<file path="src/rtl/button_pkg.sv">
// Shared definitions for the push-button decoder and the LED driver that displays its events:
// FSM state encoding, default timing at a 16 MHz clock, and timer sizing.
package button_pkg;

    typedef enum logic [2:0] {
        ST_IDLE           = 3'd0,
        ST_PRESSED        = 3'd1,
        ST_LONG_HELD      = 3'd2,
        ST_WAIT_SECOND    = 3'd3,
        ST_SECOND_PRESSED = 3'd4
    } btn_state_t;

    localparam int DEF_DEBOUNCE_CYCLES = 16000;     // 1 ms
    localparam int DEF_LONG_CYCLES     = 8000000;   // 0.5 s
    localparam int DEF_DOUBLE_CYCLES   = 4000000;   // 0.25 s
    localparam int COUNT_W             = 6;

    // One spare bit above the largest terminal value so a saturating timer never aliases it.
    function automatic int timer_width(input int a, input int b);
        return $clog2((a > b) ? a : b) + 1;
    endfunction

endpackage

</file>
<file path="src/rtl/btn_debounce.sv">
// Brings the raw active-low button pin into the clock domain and debounces it into a
// clean pressed/released level.
module btn_debounce
    import button_pkg::*;
#(
    parameter int DEBOUNCE_CYCLES = DEF_DEBOUNCE_CYCLES
) (
    input  logic i_clk,
    input  logic i_rst,
    input  logic i_btn_n,
    output logic o_level
);

    localparam int              DB_W    = timer_width(DEBOUNCE_CYCLES, 1);
    localparam logic [DB_W-1:0] DB_LAST = DB_W'(DEBOUNCE_CYCLES - 1);

    logic            r_sync1;
    logic            r_sync2;
    logic [DB_W-1:0] r_db_cnt;
    logic            r_level;
    logic            w_pressed;

    // Flops reset to 1 so a released pin reads as released straight out of reset.
    always_ff @(posedge i_clk or posedge i_rst) begin
        if (i_rst) begin
            r_sync1 <= 1'b1;
            r_sync2 <= 1'b1;
        end else begin
            r_sync1 <= i_btn_n;
            r_sync2 <= r_sync1;
        end
    end

    assign w_pressed = ~r_sync2;

    // The level flips only after an unbroken run of disagreeing samples.
    always_ff @(posedge i_clk or posedge i_rst) begin
        if (i_rst) begin
            r_db_cnt <= '0;
            r_level  <= 1'b0;
        end else if (w_pressed == r_level) begin
            r_db_cnt <= '0;
        end else if (r_db_cnt == DB_LAST) begin
            r_db_cnt <= '0;
            r_level  <= w_pressed;
        end else begin
            r_db_cnt <= r_db_cnt + 1'b1;
        end
    end

    assign o_level = r_level;

endmodule

</file>
<file path="src/rtl/button_decoder.sv">
// Classifies debounced button activity into short, long and double-click events,
// each reported as a one-cycle pulse, and keeps a wrapping 6-bit event count.
module button_decoder
    import button_pkg::*;
#(
    parameter int DEBOUNCE_CYCLES = DEF_DEBOUNCE_CYCLES,
    parameter int LONG_CYCLES     = DEF_LONG_CYCLES,
    parameter int DOUBLE_CYCLES   = DEF_DOUBLE_CYCLES
) (
    input  logic               i_clk,
    input  logic               i_rst,
    input  logic               i_btn_n,
    output logic               o_level,
    output logic               o_short,
    output logic               o_long,
    output logic               o_double,
    output logic [COUNT_W-1:0] o_count
);

    localparam int               TMR_W       = timer_width(LONG_CYCLES, DOUBLE_CYCLES);
    localparam logic [TMR_W-1:0] LONG_LAST   = TMR_W'(LONG_CYCLES - 1);
    localparam logic [TMR_W-1:0] DOUBLE_LAST = TMR_W'(DOUBLE_CYCLES - 1);

    logic               w_level;
    logic               r_level_d;
    logic               w_rise;
    logic               w_fall;
    btn_state_t         r_state;
    btn_state_t         w_state_nxt;
    logic [TMR_W-1:0]   r_timer;
    logic               w_short_nxt;
    logic               w_long_nxt;
    logic               w_double_nxt;
    logic               r_short;
    logic               r_long;
    logic               r_double;
    logic [COUNT_W-1:0] r_count;

    btn_debounce #(
        .DEBOUNCE_CYCLES(DEBOUNCE_CYCLES)
    ) u_debounce (
        .i_clk  (i_clk),
        .i_rst  (i_rst),
        .i_btn_n(i_btn_n),
        .o_level(w_level)
    );

    assign w_rise = w_level & ~r_level_d;
    assign w_fall = ~w_level & r_level_d;

    always_ff @(posedge i_clk or posedge i_rst) begin
        if (i_rst) begin
            r_level_d <= 1'b0;
            r_state   <= ST_IDLE;
        end else begin
            r_level_d <= w_level;
            r_state   <= w_state_nxt;
        end
    end

    // Shared timer: measures time spent in the current state, holding at all-ones.
    always_ff @(posedge i_clk or posedge i_rst) begin
        if (i_rst) begin
            r_timer <= '0;
        end else if (w_state_nxt != r_state) begin
            r_timer <= '0;
        end else if (r_timer != '1) begin
            r_timer <= r_timer + 1'b1;
        end
    end

    always_comb begin
        w_state_nxt  = r_state;
        w_short_nxt  = 1'b0;
        w_long_nxt   = 1'b0;
        w_double_nxt = 1'b0;
        case (r_state)
            ST_IDLE: begin
                if (w_rise) w_state_nxt = ST_PRESSED;
            end
            ST_PRESSED: begin
                if (w_fall) begin
                    w_state_nxt = ST_WAIT_SECOND;
                end else if (r_timer == LONG_LAST) begin
                    w_long_nxt  = 1'b1;
                    w_state_nxt = ST_LONG_HELD;
                end
            end
            ST_LONG_HELD: begin
                if (w_fall) w_state_nxt = ST_IDLE;
            end
            ST_WAIT_SECOND: begin
                // A press landing exactly as the window closes closes out the single
                // click and starts a fresh press rather than forming a double.
                if (r_timer == DOUBLE_LAST) begin
                    w_short_nxt = 1'b1;
                    w_state_nxt = w_rise ? ST_PRESSED : ST_IDLE;
                end else if (w_rise) begin
                    w_state_nxt = ST_SECOND_PRESSED;
                end
            end
            ST_SECOND_PRESSED: begin
                if (w_fall) begin
                    w_double_nxt = 1'b1;
                    w_state_nxt  = ST_IDLE;
                end
            end
            default: w_state_nxt = ST_IDLE;
        endcase
    end

    always_ff @(posedge i_clk or posedge i_rst) begin
        if (i_rst) begin
            r_short  <= 1'b0;
            r_long   <= 1'b0;
            r_double <= 1'b0;
        end else begin
            r_short  <= w_short_nxt;
            r_long   <= w_long_nxt;
            r_double <= w_double_nxt;
        end
    end

    always_ff @(posedge i_clk or posedge i_rst) begin
        if (i_rst) begin
            r_count <= '0;
        end else if (r_short | r_long | r_double) begin
            r_count <= r_count + 1'b1;
        end
    end

    assign o_level  = w_level;
    assign o_short  = r_short;
    assign o_long   = r_long;
    assign o_double = r_double;
    assign o_count  = r_count;

endmodule

</file>
<file path="config.mk">
export PLATFORM = sky130hd
export DESIGN_NAME = button_decoder
export DESIGN_NICKNAME = d
export VERILOG_FILES = /design/src/rtl/button_pkg.sv /design/src/rtl/btn_debounce.sv /design/src/rtl/button_decoder.sv
export SDC_FILE = /design/constraint.sdc
export NUM_CORES = 1
export LEC_CHECK = 0
export CAP_MARGIN = 20
export CORE_MARGIN = 2
export CORE_UTILIZATION = 45
export CTS_BUF_LIST = sky130_fd_sc_hd__clkbuf_8
export DETAILED_ROUTE_END_ITERATION = 10
export REMOVE_ABC_BUFFERS = 1
export SLEW_MARGIN = 20
export SYNTH_ARGS = -nofsm -noshare
export SYNTH_HDL_FRONTEND = slang
export SYNTH_SLANG_ARGS = --single-unit
</file>
<file path="constraint.sdc">
create_clock -name i_clk -period 4.9 [get_ports i_clk]
set_clock_uncertainty 0.2 [all_clocks]
set_input_delay 0.98 -clock i_clk [delete_from_list [all_inputs] [get_ports i_clk]]
set_output_delay 0.98 -clock i_clk [all_outputs]
set_load 0.1 [all_outputs]
</file>
==> metrics.md <==
| Metric | Value |
|---|---|
| Largest net degree at the start of global routing | `34` |
| Crit path kind | `reg -> out` |
| Critical Path AT | `about 2000 ps` |
| Fin crit share | `64.1%` |
| CTS tree | `done` |
| Die ar. | `7560 um^2` |
| Max_cap viols | `0` |
| # rows | `30` |
| Final min period | `roughly 3100 ps` |
| Setup bufs post-CTS | `0` |
| Req. time, crit path | `3720 ps` |
| Core ar. | `6720 um^2` |
| N_diodes | `0` |
| Reg2Reg Setup Slack | `1990 ps` |
| Status | `complete, no violations` |
| Non-Filler Instances | `a little under 400` |
| PortBufs | `12` |
| Final hold vios | `0` |
| Wire per inst | `between 10 and 15 um` |
| CP max FO | `7` |
| RSZ-0062 raised after global routing | `false` |
| Area delta synth->final | `7.28%` |
| Clock-pin transition on the worst setup and hold timing paths | `roughly 110 ps` |
| Max VDD drop | `93.0 uV` |
| Worst-Skew Late Latency | `310 ps` |
| CTS Buf Count | `5` |
| WL final | `5830 um` |
| Worst slew margin | `between 30% and 40%` |
| Final setup TNS | `0 ps` |
| Async set or reset register ratio after synthesis | `100%` |
| Initial core utilization | `between 40% and 50%` |
| DP Area | `3230 um^2` |
| Power Density | `roughly 220 nW/um^2` |
| Max Fclk | `between 300 and 400 MHz` |
| Nature of the critical path startpoint | `register` |
| Post-CTS Resized | `0` |
| Critical-path top delay cell | `clkdlybuf4s50_1` |
| Fin nets | `316` |
| Commonest non-fill, non-tap cell in the layout | `dfrtp_1` |
| Worst Hold Class | `reg -> reg` |
| Number of global-route vias before repair | `2,212` |
| Yosys warns | `0` |
| Final Instance Area | `3320 um^2` |
| Root buffer cell | `clkbuf_8` |
| Max Slew Vio Count | `0` |
| EDFF count, synth | `0` |
| Delay-heaviest family, CP | `buffers and inverters` |
| Global-route wire length before repair | `10,300 um` |
| DR pass1 iterations | `4` |
| Flops & latches, synth | `55` |
| Main area contributors after synthesis | `dfrtp_1 (43%), xnor2_1 (8.2%), nor3_2 (5.8%)` |
| DRC | `0` |
| P_leak | `1.35 nW` |
| Crit. End Element | `output port` |
| Mapped Cells | `300` |
| Boundary Pins | `13` |
| Commonest cells after routing, fill and taps aside | `dfrtp_1 (53), nor2_1 (31), xnor2_1 (29), nand3_1 (20), nand2_1 (19)` |
| Via-to-Cell Ratio | `5.63` |
| Setup violators final | `0` |
| Synth top area share | `a little over two fifths` |
| DPL Wire Length | `around 4100 um` |
| Slowest Stage Delay on Critical Path | `1180 ps` |
| Clk sink count | `55` |
| Die W | `86.9 um` |
| Cts-stage hold buffer count | `0` |
| H-Tree Depth | `2` |
| DR vias | `approximately 2,200` |
| Worst Tran Pin Value | `1040 ps` |
| Count of different cell masters after synthesis | `50` |
| Top_reg_cell synth | `dfrtp_1` |
| GRT Util Overall | `17.0%` |
| Placed Instances | `383` |
| Share of cells above drive strength 1 | `between 10% and 20%` |
| Mean Syn Cell Area | `10.3 um^2` |
| GPL Wtd Cong | `0.859` |
| Sequential area share after synthesis | `between 40% and 50%` |
| WP buf/inv | `1` |
| Grt total ovfl | `0` |
| 1st-iter DRT viols | `80` |
| Most area-hungry cell type in the Yosys netlist | `dfrtp_1` |
| Initial antenna violation count | `0` |
| Crit-path cells | `clkdlybuf4s50_1` |
| Die H | `a little under 90 um` |
| Max clock buf depth | `2` |
| Routed Antenna Nets | `0` |
| Post-Syn Area | `3100 um^2` |
-- area by class of cell --
cell class,instances,area (um^2)
Clock buffer,5,68.8
Clock inverter,3,25.0
Fill cell,639,3400
Inverter,4,15.0
Multi-Input combinational cell,230,1600
Sequential cell,55,1380
Tap cell,80,100
Timing Repair Buffer,14,135
-- final timing paths --
check / from / to / cells after the start
max: u_debounce.o_level / o_level / 1
min: u_debounce.r_sync1 / u_debounce.r_sync2 / 0
max reg2reg: r_timer[0] / r_timer[16] / 6
min reg2reg: u_debounce.r_sync1 / u_debounce.r_sync2 / 0
max in group asynchronous: i_rst / r_timer[0] / 3
min in group asynchronous: i_rst / u_debounce.r_db_cnt[9] / 2
-- state kept, by name (all words and copies together), names as in the netlist, 3 cells and up --
name and flops:
r_timer 24, u_debounce.r_db_cnt 15, o_count 6, r_state 3
-- kinds of logic after synthesis --
group,share of synthesized area [%]
and+or+nand+nor,31.7
DFF,44.5
xor gates and xnor gates,10.5
AOI/OAI and AO/OA,7.92
buffers and inverters,3.84
adders and majority gates,1.21
muxes,0.323
-- synth_stat cells, drive strengths merged (2+ instances only) --
| library cell | n |
|---|---|
| a2111oi | 5 |
| a211oi | 6 |
| a21oi | 5 |
| a31oi | 2 |
| and2 | 4 |
| and3 | 13 |
| and4 | 6 |
| buf | 7 |
| clkbuf | 3 |
| dfrtp | 53 |
| dfstp | 2 |
| ha | 3 |
| inv | 4 |
| nand2 | 19 |
| nand2b | 2 |
| nand3 | 20 |
| nand3b | 2 |
| nand4 | 9 |
| nor2 | 31 |
| nor2b | 2 |
| nor3 | 27 |
| nor4 | 8 |
| o21ai | 6 |
| or2 | 3 |
| or2b | 2 |
| or3 | 4 |
| or4 | 3 |
| xnor2 | 29 |
| xor2 | 8 |
-- report_power, final --
group	switching, W	internal [W]
clock	0.000157	0.000103
sequential	0.00000219	0.000457
combinational	0.0000126	0.00000427
total	0.000172	0.000564
-- routing by layer --
layer	track usage, %	routed length (um)	vias to the layer above
met5	0	0	-
met4	5.26	98	0
met3	3.60	159	9
met2	28.0	2700	35
met1	22.4	2880	1056
li1	-	-	1101
-- through the flow --
stage	total power (W)	hold WS (ps)	utilization, %	setup WS [ps]
3_3_place_gp	0.000486	147	48.0	2020
2_1_floorplan	0.000479	145	-	2190
5_1_grt	0.000771	174	49.4	1670
6_report	0.000736	167	49.4	1760
4_1_cts	0.000749	170	49.4	1730
3_5_place_dp	0.000486	154	48.0	1970
Power figures use the tool's default switching activity.
